## src/rtl/sdram_bist_pkg.sv

```systemverilog
// Shared types for the SDRAM BIST engine: FSM states, pattern modes and error-counter sizing.
package sdram_bist_pkg;

    localparam int unsigned MODE_W = 2;
    localparam int unsigned ERR_W  = 16;
    localparam logic [ERR_W-1:0] ERR_MAX = '1;

    typedef enum logic [2:0] {
        ST_IDLE   = 3'd0,
        ST_WRITE  = 3'd1,
        ST_READ   = 3'd2,
        ST_DRAIN  = 3'd3,
        ST_FINISH = 3'd4
    } state_e;

    typedef enum logic [MODE_W-1:0] {
        MODE_ADDR  = 2'd0,
        MODE_NADDR = 2'd1,
        MODE_LFSR  = 2'd2,
        MODE_CONST = 2'd3
    } mode_e;

endpackage

```

## src/rtl/sdram_bist_pattern.sv

```systemverilog
// Test-pattern generator: returns the word for the current address, and steps a Galois LFSR on advance.
// On restart the LFSR is reloaded from seed; the output reflects the reloaded value in the same cycle.
module sdram_bist_pattern
    import sdram_bist_pkg::*;
#(
    parameter int unsigned    DW        = 16,
    parameter logic [DW-1:0]  LFSR_TAPS = DW'(16'hB400)
) (
    input  logic          clk,
    input  logic          rst,
    input  logic          restart_i,
    input  logic          advance_i,
    input  mode_e         mode_i,
    input  logic [DW-1:0] seed_i,
    input  logic [DW-1:0] addr_i,
    output logic [DW-1:0] data_c_o
);

    logic [DW-1:0] lfsr_q, lfsr_d;
    logic [DW-1:0] seed_fix_c;
    logic [DW-1:0] lfsr_cur_c;

    function automatic logic [DW-1:0] lfsr_step(input logic [DW-1:0] x);
        return (x >> 1) ^ (x[0] ? LFSR_TAPS : '0);
    endfunction

    // An all-zero LFSR would lock up, so a zero seed becomes 1.
    always_comb begin
        seed_fix_c = (seed_i == '0) ? DW'(1) : seed_i;
        lfsr_cur_c = restart_i ? seed_fix_c : lfsr_q;
        lfsr_d     = lfsr_q;
        if (advance_i) begin
            lfsr_d = lfsr_step(lfsr_cur_c);
        end else if (restart_i) begin
            lfsr_d = seed_fix_c;
        end
        data_c_o = seed_i;
        case (mode_i)
            MODE_ADDR:  data_c_o = addr_i;
            MODE_NADDR: data_c_o = ~addr_i;
            MODE_LFSR:  data_c_o = lfsr_cur_c;
            default:    data_c_o = seed_i;
        endcase
    end

    always_ff @(posedge clk) begin
        if (rst) begin
            lfsr_q <= '0;
        end else begin
            lfsr_q <= lfsr_d;
        end
    end

endmodule

```

## src/rtl/sdram_bist.sv

```systemverilog
// SDRAM BIST engine: writes a generated pattern over a word range, reads it back and checks
// each in-order response against a second, independently stepped copy of the generator.
module sdram_bist
    import sdram_bist_pkg::*;
#(
    parameter int unsigned   AW              = 23,
    parameter int unsigned   DW              = 16,
    parameter int unsigned   MAX_OUTSTANDING = 4,
    parameter logic [DW-1:0] LFSR_TAPS       = DW'(16'hB400)
) (
    input  logic             clk,
    input  logic             rst,
    input  logic             start,
    input  logic [AW-1:0]    base_addr,
    input  logic [AW:0]      length,
    input  logic [1:0]       mode,
    input  logic [DW-1:0]    seed,
    output logic             req_valid,
    output logic             req_write,
    output logic [AW-1:0]    req_addr,
    output logic [DW-1:0]    req_wdata,
    input  logic             req_ready,
    input  logic             rsp_valid,
    input  logic [DW-1:0]    rsp_rdata,
    output logic             busy,
    output logic             done,
    output logic             pass,
    output logic [ERR_W-1:0] err_count,
    output logic [AW-1:0]    first_err_addr,
    output logic [DW-1:0]    first_err_data
);

    localparam int unsigned CW = AW + 1;
    localparam int unsigned OW = $clog2(MAX_OUTSTANDING + 1);
    localparam logic [OW-1:0] OUT_MAX = OW'(MAX_OUTSTANDING);

    state_e            state_q, state_d;
    mode_e             mode_q, mode_d;
    logic [DW-1:0]     seed_q, seed_d;
    logic [AW-1:0]     base_q, base_d;
    logic [CW-1:0]     len_q, len_d;
    logic [CW-1:0]     cnt_q, cnt_d;
    logic [OW-1:0]     out_q, out_d;
    logic [AW-1:0]     exp_addr_q, exp_addr_d;
    logic              req_valid_q, req_valid_d;
    logic              req_write_q, req_write_d;
    logic [AW-1:0]     req_addr_q, req_addr_d;
    logic [DW-1:0]     req_wdata_q, req_wdata_d;
    logic              busy_q, busy_d;
    logic              done_q, done_d;
    logic              pass_q, pass_d;
    logic [ERR_W-1:0]  err_q, err_d;
    logic [AW-1:0]     fea_q, fea_d;
    logic [DW-1:0]     fed_q, fed_d;

    logic              hs_c, rd_hs_c, rsp_ok_c, start_ok_c;
    logic              wr_restart_c, wr_advance_c;
    logic [DW-1:0]     wr_addr_c, wr_data_c, exp_data_c;
    mode_e             pat_mode_c;
    logic [DW-1:0]     pat_seed_c;

    assign hs_c       = req_valid_q & req_ready;
    assign rd_hs_c    = hs_c & (state_q == ST_READ);
    assign rsp_ok_c   = rsp_valid & (out_q != '0);
    assign start_ok_c = start & (state_q == ST_IDLE);
    assign wr_addr_c  = DW'((state_q == ST_IDLE) ? base_addr : req_addr_q + AW'(1));

    // Generators see the live inputs on the start cycle, the latched copies afterwards.
    assign pat_mode_c = (state_q == ST_IDLE) ? mode_e'(mode) : mode_q;
    assign pat_seed_c = (state_q == ST_IDLE) ? seed : seed_q;

    sdram_bist_pattern #(.DW(DW), .LFSR_TAPS(LFSR_TAPS)) u_wr_pat (
        .clk       (clk),
        .rst       (rst),
        .restart_i (wr_restart_c),
        .advance_i (wr_advance_c),
        .mode_i    (pat_mode_c),
        .seed_i    (pat_seed_c),
        .addr_i    (wr_addr_c),
        .data_c_o  (wr_data_c)
    );

    sdram_bist_pattern #(.DW(DW), .LFSR_TAPS(LFSR_TAPS)) u_exp_pat (
        .clk       (clk),
        .rst       (rst),
        .restart_i (start_ok_c),
        .advance_i (rsp_ok_c),
        .mode_i    (pat_mode_c),
        .seed_i    (pat_seed_c),
        .addr_i    (DW'(exp_addr_q)),
        .data_c_o  (exp_data_c)
    );

    always_comb begin
        state_d      = state_q;
        mode_d       = mode_q;
        seed_d       = seed_q;
        base_d       = base_q;
        len_d        = len_q;
        cnt_d        = cnt_q;
        out_d        = out_q;
        exp_addr_d   = exp_addr_q;
        req_valid_d  = req_valid_q;
        req_write_d  = req_write_q;
        req_addr_d   = req_addr_q;
        req_wdata_d  = req_wdata_q;
        busy_d       = busy_q;
        done_d       = 1'b0;
        pass_d       = pass_q;
        err_d        = err_q;
        fea_d        = fea_q;
        fed_d        = fed_q;
        wr_restart_c = 1'b0;
        wr_advance_c = 1'b0;

        if (rd_hs_c && !rsp_ok_c) begin
            out_d = out_q + OW'(1);
        end else if (!rd_hs_c && rsp_ok_c) begin
            out_d = out_q - OW'(1);
        end

        // Response checker; a zero error count marks the first mismatch of the run.
        if (rsp_ok_c) begin
            exp_addr_d = exp_addr_q + AW'(1);
            if (rsp_rdata != exp_data_c) begin
                if (err_q != ERR_MAX) begin
                    err_d = err_q + ERR_W'(1);
                end
                if (err_q == '0) begin
                    fea_d = exp_addr_q;
                    fed_d = rsp_rdata;
                end
            end
        end

        case (state_q)
            ST_IDLE: begin
                if (start) begin
                    mode_d     = mode_e'(mode);
                    seed_d     = seed;
                    base_d     = base_addr;
                    len_d      = length;
                    exp_addr_d = base_addr;
                    err_d      = '0;
                    fea_d      = '0;
                    fed_d      = '0;
                    pass_d     = 1'b0;
                    busy_d     = 1'b1;
                    if (length == '0) begin
                        state_d = ST_FINISH;
                    end else begin
                        state_d      = ST_WRITE;
                        cnt_d        = length;
                        wr_restart_c = 1'b1;
                        wr_advance_c = 1'b1;
                        req_valid_d  = 1'b1;
                        req_write_d  = 1'b1;
                        req_addr_d   = base_addr;
                        req_wdata_d  = wr_data_c;
                    end
                end
            end
            ST_WRITE: begin
                if (hs_c) begin
                    if (cnt_q == CW'(1)) begin
                        state_d     = ST_READ;
                        cnt_d       = len_q;
                        req_write_d = 1'b0;
                        req_addr_d  = base_q;
                    end else begin
                        cnt_d        = cnt_q - CW'(1);
                        wr_advance_c = 1'b1;
                        req_addr_d   = req_addr_q + AW'(1);
                        req_wdata_d  = wr_data_c;
                    end
                end
            end
            ST_READ: begin
                if (hs_c) begin
                    cnt_d      = cnt_q - CW'(1);
                    req_addr_d = req_addr_q + AW'(1);
                end
                req_valid_d = (cnt_d != '0) && (out_d < OUT_MAX);
                if (cnt_d == '0) begin
                    state_d = ST_DRAIN;
                end
            end
            ST_DRAIN: begin
                if (out_q == '0) begin
                    state_d = ST_FINISH;
                end
            end
            ST_FINISH: begin
                state_d = ST_IDLE;
                done_d  = 1'b1;
                busy_d  = 1'b0;
                pass_d  = (err_q == '0);
            end
            default: begin
                state_d = ST_IDLE;
            end
        endcase
    end

    always_ff @(posedge clk) begin
        if (rst) begin
            state_q     <= ST_IDLE;
            mode_q      <= MODE_ADDR;
            seed_q      <= '0;
            base_q      <= '0;
            len_q       <= '0;
            cnt_q       <= '0;
            out_q       <= '0;
            exp_addr_q  <= '0;
            req_valid_q <= 1'b0;
            req_write_q <= 1'b0;
            req_addr_q  <= '0;
            req_wdata_q <= '0;
            busy_q      <= 1'b0;
            done_q      <= 1'b0;
            pass_q      <= 1'b0;
            err_q       <= '0;
            fea_q       <= '0;
            fed_q       <= '0;
        end else begin
            state_q     <= state_d;
            mode_q      <= mode_d;
            seed_q      <= seed_d;
            base_q      <= base_d;
            len_q       <= len_d;
            cnt_q       <= cnt_d;
            out_q       <= out_d;
            exp_addr_q  <= exp_addr_d;
            req_valid_q <= req_valid_d;
            req_write_q <= req_write_d;
            req_addr_q  <= req_addr_d;
            req_wdata_q <= req_wdata_d;
            busy_q      <= busy_d;
            done_q      <= done_d;
            pass_q      <= pass_d;
            err_q       <= err_d;
            fea_q       <= fea_d;
            fed_q       <= fed_d;
        end
    end

    assign req_valid      = req_valid_q;
    assign req_write      = req_write_q;
    assign req_addr       = req_addr_q;
    assign req_wdata      = req_wdata_q;
    assign busy           = busy_q;
    assign done           = done_q;
    assign pass           = pass_q;
    assign err_count      = err_q;
    assign first_err_addr = fea_q;
    assign first_err_data = fed_q;

endmodule

```

## config.mk

```make
export PLATFORM = sky130hd
export DESIGN_NAME = sdram_bist
export DESIGN_NICKNAME = d
export VERILOG_FILES = /design/src/rtl/sdram_bist_pkg.sv /design/src/rtl/sdram_bist_pattern.sv /design/src/rtl/sdram_bist.sv
export SDC_FILE = /design/constraint.sdc
export NUM_CORES = 1
export LEC_CHECK = 0
export CAP_MARGIN = 15
export CORE_MARGIN = 2
export CORE_UTILIZATION = 50
export DETAILED_ROUTE_END_ITERATION = 8
export PLACE_DENSITY = 0.74
export SLEW_MARGIN = 40
export SYNTH_ARGS = -nofsm -noshare
export SYNTH_HDL_FRONTEND = slang
export SYNTH_SLANG_ARGS = --single-unit
```

## constraint.sdc

```tcl
create_clock -name clk -period 2.95 [get_ports clk]
set_clock_uncertainty 0.05 [all_clocks]
set_input_delay 0.295 -clock clk [delete_from_list [all_inputs] [get_ports clk]]
set_output_delay 0.295 -clock clk [all_outputs]
set_load 0.1 [all_outputs]
```

==> tab_implementation.tex <==
\begin{tabular}{lr}
\hline
Metric & Value \\
\hline
\multicolumn{2}{l}{\textbf{Worst setup path}} \\
\quad Cell-by-cell listing of the critical path & buf\_12 -> nor3\_4 -> buf\_12 -> buf\_8 -> mux2i\_4 -> buf\_6 -> mux2\_4 -> xnor2\_2 -> nand4\_1 -> nor3\_4 -> nor3\_4 -> buf\_6 -> buf\_12 -> mux2i\_1 \\
\quad Nature of the critical path endpoint & flop \\
\quad Highest fanout seen on the critical path & 12 \\
\quad Slowest cell on the critical path & sky130\_fd\_sc\_hd\_\_dfxtp\_4 \\
\quad Path type of the worst setup path & reg2reg \\
\quad Reg2Reg Setup Slack & -0.15 ns \\
\quad Crit path buf inv count & 6 \\
\quad Arrival @ worst endpoint & 3.50 ns \\
\quad Required arrival time at the worst endpoint & $\sim$3.4 ns \\
\quad Crit path max-delay family & simple AND/OR/NAND/NOR gates \\
\quad CP startpoint kind & flop \\
\quad Slowest stage delay, CP & 0.36 ns \\
\multicolumn{2}{l}{\textbf{Timing}} \\
\quad Final critical-path share of the clock period & 105\% \\
\quad Max\_slew headroom & between 50\% and 60\% \\
\quad Transition time of the tightest slew-check pin & 0.674 ns \\
\quad Upper clock frequency limit & 0.323 GHz \\
\quad Minimum clock period & 3.10 ns \\
\quad Slew Viols, Final & 0 \\
\quad Final setup TNS & -4.97 ns \\
\quad RSZ-0062 raised after global routing & yes \\
\quad Final Worst Setup Slack & -0.145 ns \\
\quad Count of endpoints failing setup in the final report & 54 \\
\quad Total count of hold-check failures in the final report & 0 \\
\multicolumn{2}{l}{\textbf{Global route}} \\
\quad Via count of the first global-routing pass & 14667 \\
\quad Grt ovf & 0 \\
\quad GRT Util Overall & 32.8\% \\
\quad Maximum number of pins on one net before global-route repair & 100 \\
\quad Antenna violations before repair & 0 \\
\quad First-pass GRT wire length & roughly 80000 um \\
\multicolumn{2}{l}{\textbf{Finish}} \\
\quad Fin nets & roughly 2300 \\
\quad Share of cells above drive strength 1 & 23.5\% \\
\quad Diodes inserted & 0 \\
\quad Area growth, synth to finish & 37.1\% \\
\multicolumn{2}{l}{\textbf{CTS}} \\
\quad Clock input transition at the sequential cells of the worst setup and hold paths & 0.06 ns \\
\quad Sink Count & 249 \\
\quad H-tree Lvls & 1 \\
\quad Root buf cell & sky130\_fd\_sc\_hd\_\_clkbuf\_16 \\
\quad CTS Hold Bufs & 0 \\
\quad TritonCTS clock tree & yes \\
\quad Number of buffers on the longest clock path & 3 \\
\quad Total CTS buffers & 29 \\
\quad Worst-Skew Late Latency & 0.56 ns \\
\multicolumn{2}{l}{\textbf{Logic synthesis}} \\
\quad Syn Std Cell Area & $\sim$14000 sq um \\
\quad Post-synthesis cell type with the largest combined area & sky130\_fd\_sc\_hd\_\_dfxtp\_1 \\
\quad Count of state elements after synthesis & around 250 \\
\quad Number of enable-type register cells in the synthesized netlist & 0 \\
\quad Synth top area share & 34.8\% \\
\quad Cell count after synthesis & 1902 \\
\quad Ys flop type & sky130\_fd\_sc\_hd\_\_dfxtp\_1 \\
\quad FFs w/ async S/R, synth & 0\% \\
\quad Count of different cell masters after synthesis & 73 \\
\quad Top cells by area in the synthesized netlist & sky130\_fd\_sc\_hd\_\_dfxtp\_1 35\%, sky130\_fd\_sc\_hd\_\_nand2\_1 9.1\%, sky130\_fd\_sc\_hd\_\_nor2\_1 6.5\% \\
\quad Share of the yosys chip area belonging to registers & between 30\% and 40\% \\
\quad Nets in the synthesized netlist & 1999 \\
\quad Mean instance size in the synthesized netlist & 7.52 sq um \\
\quad Total of warnings raised by yosys & 0 \\
\multicolumn{2}{l}{\textbf{Placement}} \\
\quad Final HPWL from detailed placement & 36300 um \\
\quad IO buf count & 184 \\
\quad Placer's final routability congestion estimate & 0.940 \\
\multicolumn{2}{l}{\textbf{Floorplan}} \\
\quad Cell Rows & 61 \\
\quad Ports & 185 \\
\quad Die area & 30000 sq um \\
\quad Effective utilization at floorplan & about 50\% \\
\quad Overall die height & 173 um \\
\quad Core Footprint & $\sim$28000 sq um \\
\quad Die X & 173 um \\
\multicolumn{2}{l}{\textbf{Pwr}} \\
\quad Max rail drop VDD & 449 uV \\
\quad Total Power & $\sim$15 mW \\
\quad PD cells & 754 nW/um\^{}2 \\
\quad Leak Pwr & 7.73 nW \\
\multicolumn{2}{l}{\textbf{Route}} \\
\quad Iteration-0 DRC count of the detailed router & 1607 \\
\quad Number of antenna-violating nets in the routed design & 0 \\
\quad Number of remaining DRC errors & 0 \\
\quad Overall routed net length & 51500 um \\
\quad Vias/cell & 5.94 \\
\quad Total iterations of the first detailed-routing run & 6 \\
\quad Mean routed wirelength per cell & just under 20 um \\
\quad Overall via count from detail\_route & 15651 \\
\multicolumn{2}{l}{\textbf{Worst hold path}} \\
\quad Type of the worst min-delay path & in2reg \\
\multicolumn{2}{l}{\textbf{Run status}} \\
\quad Failing checks & negative setup slack \\
\quad Outcome & complete, but fails checks \\
\multicolumn{2}{l}{\textbf{Run}} \\
\quad Max-cap viol count & 0 \\
\hline
\end{tabular}
cell families after synthesis:
logic type / synth area share [%]
compound gates: 20.2
flops: 34.8
fa+ha+maj: 0.962
buf+inv: 4.66
simple gates: 26.1
mux: 5.10
xor+xnor: 8.14
path summary, 6_finish.rpt:
path / end / start / depth (start not counted)
worst min register to register: seed_q[14]$_SDFFE_PP0P_ / seed_q[14]$_SDFFE_PP0P_ / 2
worst max register to register: first_err_data[8]$_SDFF_PP0_ / state_q[2]$_SDFFE_PP0P_ / 14
worst min-delay path: u_exp_pat.lfsr_q[9]$_SDFF_PP0_ / rst / 2
worst max-delay path: first_err_data[8]$_SDFF_PP0_ / state_q[2]$_SDFFE_PP0P_ / 14
cell type report:
cell class	instances	area [sq um]
clock inverter	18	208
multi-input combinational	1485	9070
inverter	14	52.6
sequential	249	5020
timing repair buffer	454	3980
clock buffer	36	812
fill	2269	8390
tap	378	473
power by group:
| part | switching [mW] | internal [mW] | total (mW) |
|---|---|---|---|
| Combinational | 4.09 | 2.64 | 6.73 |
| Clock | 1.52 | 2.30 | 3.82 |
| Sequential | 0.425 | 3.82 | 4.24 |
| Total | 6.03 | 8.76 | 14.8 |
worst reg2reg max path: cells and delay by family, from the launching register on:
family / cells / cell delay (ns)
buffers and inverters: 6 / 0.80
flip-flops: 1 / 0.36
multiplexers: 3 / 0.76
XOR/XNOR: 1 / 0.13
AND/OR/NAND/NOR: 4 / 0.89
layer usage:
metal / track usage (%) / vias up / wire length (um)
met5: 0 / - / 0
met4: 13.6 / 0 / 2370
met3: 3.91 / 161 / 3670
met2: 56.2 / 715 / 24700
met1: 41.9 / 7384 / 20800
li1: - / 7391 / -
placed cells by master (no fill, tap or decap), drive strengths merged, types with 21 or more instances in the layout:
cell type,n
xor2,48
mux2i,68
nand3,38
buf,368
xnor2,85
nor2,249
clkbuf,37
clkdlybuf4s50,84
o21ai,47
nand2,348
a211oi,96
nand4,21
nor4,21
nor3,56
dfxtp,249
a21oi,152
state kept, by name, summed over array words and instances, names as in the netlist, 23 cells and up:
register and flops:
first_err_addr 23, req_addr 23, exp_addr_q 23, len_q 24, base_q 23, cnt_q 24
metrics by stage:
step                      cells  utilization [%]  area (sq um)  hold slack, ns  setup WS [ns]
final                      2634             70.0         19600          0.0775         -0.145
after global routing       2634             70.0         19600          0.0859         -0.241
after CTS                  2624             69.0         19300          0.0601         -0.128
after detailed placement   2548             63.6         17800           0.393         -0.458
after global placement     2548             63.6         17800           0.386         -0.449
after floorplan            1902                -         14400           0.381      -0.000892
synth_stat cells, types with 16 or more instances:
master,count
sky130_fd_sc_hd__a2111oi_0,17
sky130_fd_sc_hd__a211oi_1,95
sky130_fd_sc_hd__a21oi_1,151
sky130_fd_sc_hd__and2_1,19
sky130_fd_sc_hd__and3_1,18
sky130_fd_sc_hd__buf_1,16
sky130_fd_sc_hd__clkbuf_1,121
sky130_fd_sc_hd__dfxtp_1,249
sky130_fd_sc_hd__mux2i_1,67
sky130_fd_sc_hd__nand2_1,346
sky130_fd_sc_hd__nand3_1,38
sky130_fd_sc_hd__nand4_1,21
sky130_fd_sc_hd__nor2_1,249
sky130_fd_sc_hd__nor3_1,53
sky130_fd_sc_hd__nor4_1,20
sky130_fd_sc_hd__o211ai_1,16
sky130_fd_sc_hd__o21ai_0,44
sky130_fd_sc_hd__xnor2_1,85
sky130_fd_sc_hd__xor2_1,48
what timing repair did:
action / 4_1_cts / 5_1_grt
gates cloned: 5 / 1
setup endpoints to repair: 105 / 91
gates resized for setup: 54 / 65
buffers inserted: 18 / 14
pin swaps: 23 / 41
No activity file was read; power rests on OpenSTA's default activity.
